<file path="config.mk">
export PLATFORM = sky130hd
export DESIGN_NAME = exc_arbiter
export DESIGN_NICKNAME = d
export VERILOG_FILES = /design/src/rtl/exc_arbiter.sv
export SDC_FILE = /design/constraint.sdc
export NUM_CORES = 1
export LEC_CHECK = 0
export BUFFER_PORTS_ARGS = -buffer_cell sky130_fd_sc_hd__buf_2
export CAP_MARGIN = 30
export CORE_ASPECT_RATIO = 0.6
export CORE_MARGIN = 2
export CORE_UTILIZATION = 44
export DETAILED_ROUTE_END_ITERATION = 10
export PLACE_DENSITY = 0.89
export SLEW_MARGIN = 20
export SYNTH_ARGS = -nofsm -noshare
export SYNTH_HDL_FRONTEND = slang
export SYNTH_SLANG_ARGS = --single-unit
export TNS_END_PERCENT = 5
</file>
<file path="constraint.sdc">
create_clock -name clk -period 3.1 [get_ports clk]
set_input_delay 0.155 -clock clk [delete_from_list [all_inputs] [get_ports clk]]
set_output_delay 0.155 -clock clk [all_outputs]
set_load 0.05 [all_outputs]
</file>
<file path="src/rtl/exc_arbiter.sv">
// MEM-stage exception/interrupt arbiter: prioritises exception flags and pending interrupts,
// drains outstanding data-bus traffic, then commits one exception to CP0 with flush and redirect.
`ifndef CP0_STATUS
`define CP0_STATUS 5'd12
`endif
`ifndef CP0_CAUSE
`define CP0_CAUSE 5'd13
`endif
`ifndef CP0_EPC
`define CP0_EPC 5'd14
`endif
`ifndef EXC_INT
`define EXC_INT 5'h10
`endif
`ifndef EXC_ADEL
`define EXC_ADEL 5'h04
`endif
`ifndef EXC_ADES
`define EXC_ADES 5'h05
`endif
`ifndef EXC_ERET
`define EXC_ERET 5'h0E
`endif

module exc_arbiter #(
    parameter logic [31:0] EXC_VECTOR   = 32'hBFC0_0380,
    parameter logic [4:0]  CP0_STATUS_A = `CP0_STATUS,
    parameter logic [4:0]  CP0_CAUSE_A  = `CP0_CAUSE,
    parameter logic [4:0]  CP0_EPC_A    = `CP0_EPC
) (
    input  logic        clk,
    input  logic        rst,
    input  logic        mem_valid,
    input  logic [31:0] mem_pc,
    input  logic        mem_in_delayslot,
    input  logic [7:0]  mem_flags,
    input  logic [31:0] mem_addr,
    input  logic        mem_req_pending,
    input  logic        wb_cp0_we,
    input  logic [4:0]  wb_cp0_waddr,
    input  logic [31:0] wb_cp0_wdata,
    input  logic [31:0] cp0_status,
    input  logic [31:0] cp0_cause,
    input  logic [31:0] cp0_epc,
    output logic [4:0]  excepttype_o,
    output logic        is_in_delayslot_o,
    output logic [31:0] current_inst_addr_o,
    output logic [31:0] badvaddr_o,
    output logic        flush_o,
    output logic [31:0] new_pc_o,
    output logic        stall_req_o
);

    typedef enum logic [1:0] {IDLE, WAIT_MEM, COMMIT} state_t;

    state_t      state_q, state_d;
    logic [4:0]  type_q, type_d;
    logic        ds_q, ds_d;
    logic [31:0] pc_q, pc_d;
    logic [31:0] bad_q, bad_d;
    logic [31:0] tgt_q, tgt_d;

    logic [31:0] status_eff, cause_eff, epc_eff;
    logic        int_pend, hit;
    logic [4:0]  det_type;
    logic [31:0] det_bad;

    // WB-stage mtc0 bypass; only the software-writable IP[1:0] bits of Cause are forwarded.
    always_comb begin
        status_eff = cp0_status;
        cause_eff  = cp0_cause;
        epc_eff    = cp0_epc;
        if (wb_cp0_we && wb_cp0_waddr == CP0_STATUS_A) status_eff = wb_cp0_wdata;
        if (wb_cp0_we && wb_cp0_waddr == CP0_CAUSE_A)  cause_eff[9:8] = wb_cp0_wdata[9:8];
        if (wb_cp0_we && wb_cp0_waddr == CP0_EPC_A)    epc_eff = wb_cp0_wdata;
    end

    assign int_pend = mem_valid && status_eff[0] && !status_eff[1] &&
                      (|(cause_eff[15:8] & status_eff[15:8]));
    assign hit      = int_pend || (mem_valid && (|mem_flags));

    always_comb begin
        det_type = 5'h00;
        det_bad  = 32'h0;
        if (int_pend) begin
            det_type = `EXC_INT;
        end else if (mem_valid) begin
            if (mem_flags[7]) begin
                det_type = `EXC_ADEL;
                det_bad  = mem_pc;
            end else if (mem_flags[6]) begin
                det_type = 5'h0A;
            end else if (mem_flags[5]) begin
                det_type = 5'h0C;
            end else if (mem_flags[4]) begin
                det_type = 5'h08;
            end else if (mem_flags[3]) begin
                det_type = 5'h09;
            end else if (mem_flags[2]) begin
                det_type = `EXC_ERET;
            end else if (mem_flags[1]) begin
                det_type = `EXC_ADEL;
                det_bad  = mem_addr;
            end else if (mem_flags[0]) begin
                det_type = `EXC_ADES;
                det_bad  = mem_addr;
            end
        end
    end

    always_ff @(posedge clk) begin
        if (rst) begin
            state_q <= IDLE;
            type_q  <= 5'h00;
            ds_q    <= 1'b0;
            pc_q    <= 32'h0;
            bad_q   <= 32'h0;
            tgt_q   <= 32'h0;
        end else begin
            state_q <= state_d;
            type_q  <= type_d;
            ds_q    <= ds_d;
            pc_q    <= pc_d;
            bad_q   <= bad_d;
            tgt_q   <= tgt_d;
        end
    end

    always_comb begin
        state_d             = state_q;
        type_d              = type_q;
        ds_d                = ds_q;
        pc_d                = pc_q;
        bad_d               = bad_q;
        tgt_d               = tgt_q;
        excepttype_o        = 5'h00;
        is_in_delayslot_o   = 1'b0;
        current_inst_addr_o = 32'h0;
        badvaddr_o          = 32'h0;
        flush_o             = 1'b0;
        new_pc_o            = 32'h0;
        stall_req_o         = 1'b0;
        case (state_q)
            IDLE: begin
                stall_req_o = hit;
                if (hit) begin
                    type_d  = det_type;
                    ds_d    = mem_in_delayslot;
                    pc_d    = mem_pc;
                    bad_d   = det_bad;
                    // ERET target is frozen here; later EPC writes must not move it.
                    tgt_d   = (det_type == `EXC_ERET) ? epc_eff : EXC_VECTOR;
                    state_d = mem_req_pending ? WAIT_MEM : COMMIT;
                end
            end
            WAIT_MEM: begin
                stall_req_o = 1'b1;
                if (!mem_req_pending) state_d = COMMIT;
            end
            COMMIT: begin
                excepttype_o        = type_q;
                is_in_delayslot_o   = ds_q;
                current_inst_addr_o = pc_q;
                badvaddr_o          = bad_q;
                flush_o             = 1'b1;
                new_pc_o            = tgt_q;
                state_d             = IDLE;
            end
            default: state_d = IDLE;
        endcase
    end

endmodule

</file>
Yosys cells after proc, flatten, opt, wreduce, memory -nomap -nowiden
Index checks and enable logic that the tools add are counted.
{ "op_classes": {"n_addsub": 0, "mul": 0, "div_mod_pow": 0, "n_lt_le_gt_ge": 0, "n_eq_ne": 8, "n_shift": 0, "muxes": 35, "n_bitwise": 1, "reduce_logical": 14} }
{ "op_table": {"columns": ["operator", "count"], "rows": [
  ["2-to-1 mux 32 bit", 15],
  ["2-to-1 mux 4 bit", 7],
  ["equality test 5 x 4 -> 1 bit (second input constant)", 4],
  ["2-to-1 mux 16 bit", 1],
  ["OR reduction 8 bit", 2],
  ["2-to-1 mux 5 bit", 2],
  ["bitwise AND 8 bit", 1],
  ["2-to-1 mux 2 bit", 4],
  ["logical AND 1 bit", 7],
  ["2-to-1 mux 3 bit", 2],
  ["inequality test 2 bit (second input constant)", 2],
  ["one-hot mux 2 bit (2 select lines)", 1],
  ["AND reduction 2 bit", 2],
  ["equality test 2 x 1 -> 1 bit (second input constant)", 1],
  ["equality test 2 bit (second input constant)", 1],
  ["zero test 2 bit", 1],
  ["2-to-1 mux 1 bit", 2],
  ["one-hot mux 1 bit (2 select lines)", 1],
  ["zero test 1 bit", 1],
  ["logical OR 1 bit", 1]
]} }
{ "word_totals": {"reg_bits": 104, "latch_bits": 0, "mem_bits_rw": 0, "mem_bits_ro": 0, "inputBits": 211, "output_inout_bits": 104, "elab_cells": 64, "n_memories": 0} }

Depth between registers and ports, before layout
{ "logic_depth": {"depth_word": 12, "ltp_mapped": 9, "ltp_nobuf": 6} }

Worst setup path before layout
Ideal clock, no wire load.
{ "synth_path": {"kind": "input -> output", "from": "input wb_cp0_waddr[4]", "to": "output stall_req_o", "t_arrival_ps": 2344, "required_time_ps": 2945, "setup_slack_ps": 601, "cell_stages": 6, "path_buffers": 1, "cell_sequence": "nand4b_1 -> nor3_1 -> mux2i_1 -> nand2_1 -> buf_2 -> a21oi_1"} }
{ "synth_via": {"elab_chain_len": 8, "elab_cells_between_ends": 14, "cone_classes": "eq/ne: 2; mux: 3; bitwise: 1; reduce/logical: 8"} }
{ "synth_lines": {"columns": ["item", "line_no", "source"], "rows": [
  ["start, declared", "40", "input logic [4:0] wb_cp0_waddr,"],
  ["equality test 5 x 4 -> 1 bit (on tied branches)", "74, 73", null],
  ["logical AND 1 bit (on tied branches)", "74, 73", null],
  ["2-to-1 mux 2 bit or 2-to-1 mux 16 bit (tied branches)", "74, 73", null],
  ["bitwise AND 8 bit, or another cell as far along", "79", "(|(cause_eff[15:8] & status_eff[15:8]));"],
  ["OR reduction 8 bit or logical AND 1 bit (tied branches)", "79, 78", null],
  ["logical AND 1 bit (*)", "78", "assign int_pend = mem_valid && status_eff[0] && !status_eff[1] &&"],
  ["logical OR 1 bit (*)", "80", "assign hit = int_pend || (mem_valid && (|mem_flags));"],
  ["one-hot mux 1 bit (2 select lines) (*)", "143", "case (state_q)"],
  ["end, declared", "51", "output logic stall_req_o"]
]} }
Mark *: on every way between the ends. The rest lies on a longest branch, timed or not.

Worst setup path after layout
Same ends and word-level chain as after synthesis.

==> flow_summary.toml <==
[global_route]
grt_max_degree = 73
gr-usage-all-layers_pct = 23.5
antenna_found_initial = 0
grt_pass1_vias = 4782
grt_pass1_wl_um = 24300
overflow = 0

[sta]
worst_pin_slew_ns = 0.617
drv_slew = 0
fin_crit_sh_pct = 82.9
max_freq_ghz = 0.389
hold_viol = 0
final.min_clock_period_ns = 2.57
fin_skew_ns = 0.00585
rsz0062_at_grt = "no"
setup_viol = 0
setup_ws_ns = 0.529
max_slew_margin_pct = 58.8
fin_setup_tns_ns = 0

[logic_synthesis]
synth_fp_nets = 786
synth_top_area_cell = "dfxtp_1"
synth.top_cells.by_area = "dfxtp_1, and2_1, mux2i_1"
synth_common_cells = "dfxtp_1, and2_1, nand2_1, mux2i_1, o2bb2ai_1"
synth_warnings = 0
syn_area_um2 = 5320
synthArstFlopShare_pct = 0
yosysMostFrequentCell = "dfxtp_1"
synth_cell_types = 44
synth_flop_cell = "dfxtp_1"
avgSynthCellArea_um2 = 9.25
synth_top_area_share_pct = 39.1
yosysSeqAreaShare_pct = 39.1
netlist_instances = 575
synth_seq_cells = 104
synth_edf_count = 0

[drt]
via_per_inst = 5.27
vias = 5202
first_iter_violations = 226
wirelength_um = 16200
ant_nets = 0
routedWlPerCell_um = 16.4
first_pass_iters = 5
drcViolationCount = 0

[worst_hold_path]
min_path_type = "input port to register"
min_path_cells = 2

[floorplanning]
dieWidth_um = 146
pin_count = 315
die_area_um2 = 13000
start_util_pct = 44.7
rows = 31
placeableCoreArea_um2 = 11900
die_h_um = 89.2

[finish]
drive_gt1_share_pct = 39.2
diodes = 0
synthToLayoutAreaGrowth_pct = 32.0
finalNetCount = 1028

[clock_tree]
cts_tree = "built"
cts_buffers = 9
cts_setup_buffers = 0
hold_buffers = 0
cts_max_level = 3
insertion_delay_ns = 0.34
clk_pin_slew_ns = 0.07
clk_path_buf_depth = 2
postCtsResizedCells = 0
clock-sinks = 104
cts_root_buf = "clkbuf_16"

[power_and_ir_drop]
seqPwrFrac_pct = 46.2
power.switching_uw = 858
leakage_uw = 0.00325
p_clk_share_pct = 36.2
powerDensity_nw_per_um2 = 449
pwr-share-comb_pct = 17.5
power_switching_share_pct = 27.2
internal-power_uw = 2290
ir_worst_vdd_mv = 0.241

[setup_path]
worstPathRequired_ns = 2.94
start_kind = "input port"
crit_arrival_ns = 2.42
cp-end-kind = "primary output"
worst-r2r-cell-count = 6
crit_fanout = 8
worstSetupPathType = "input port to primary output"

[place]
place_ws_ns = 0.226
hpwlAfterDp_um = 11900
port_buffers = 268
place_congestion = 0.777

[flow_run]
drv_cap = 0

[outcome]
status = "complete, no violations"
## final timing paths
check | start | end | slack (ns)
max reg2reg | state_q[1] | tgt_q[17] | 0.71
min | mem_req_pending | state_q[1] | 0.03
min reg2reg | pc_q[10] | pc_q[10] | 0.45
max | wb_cp0_waddr[4] | stall_req_o | 0.53
## flip-flops by register name, summed over array words and instances, names as in the netlist
register	count
pc_q	32
type_q	5
tgt_q	32
bad_q	32
ds_q	1
state_q	2
## layer usage
metal	GRT usage (%)	up-vias	share of wire, %
li1	-	2551	-
met1	32.1	2415	45
met2	38.0	218	46
met3	5.92	18	8.3
met4	5.26	0	1.1
met5	0	-	0
## cell type report
class	count	area, um^2
fill	1064	4880
multi-input combinational	418	2950
sequential	104	2080
timing repair buffer	281	1480
clock buffer	12	246
tap	165	206
clock inverter	4	53.8
inverter	3	11.3
## layout by cell type (no fill, tap or decap), types with 5 or more instances in the layout
| cell type | Yosys | layout |
|---|---|---|
| buf_2 | 6 | 268 |
| dfxtp_1 | 104 | 104 |
| and2_1 | 102 | 102 |
| nand2_1 | 73 | 73 |
| mux2i_1 | 56 | 56 |
| o2bb2ai_1 | 48 | 48 |
| a22oi_1 | 37 | 37 |
| a21oi_1 | 17 | 17 |
| o21ai_0 | 14 | 14 |
| mux2_2 | 13 | 13 |
| o22ai_1 | 12 | 12 |
| buf_4 | 4 | 10 |
| clkbuf_16 | 0 | 9 |
| nor2_1 | 7 | 6 |
| o2bb2ai_2 | 5 | 5 |
## metrics by stage
step | util (%) | total power (uW) | hold slack (ns) | instance area (um^2) | cells
2_1_floorplan | - | 1840 | 0.245 | 5320 | 575
5_1_grt | 59.0 | 3290 | 0.0554 | 7020 | 987
6_report | 59.0 | 3150 | 0.0339 | 7020 | 987
3_5_place_dp | 56.5 | 2040 | 0.377 | 6720 | 971
4_1_cts | 59.0 | 3170 | 0.0171 | 7020 | 987
3_3_place_gp | 56.3 | 2010 | 0.352 | 6700 | 970
## critical path, stage by stage
cell and delay [ns]:
buf_2 0.09, nand4b_1 0.26, nor3_1 0.52, mux2_2 0.41, a221o_1 0.49, nand2_1 0.20
a21oi_1 0.08, buf_2 0.21
## cell families after synthesis
family | after synthesis | share of synthesized area, %
and+or+nand+nor | 198 | 19.6
AOI/OAI and AO/OA | 151 | 22.2
muxes | 69 | 13.3
DFF | 104 | 39.1
buffers and inverters | 53 | 5.79
## power groups by stage
stage                     sequential (uW)  combinational, uW  clock, uW
after floorplan                      1470                362          0
after global placement               1480                530          0
after detailed placement             1490                550          0
after CTS                            1460                550       1170
after global routing                 1470                600       1220
final                                1460                552       1140
(Power assumes the default switching activity.)
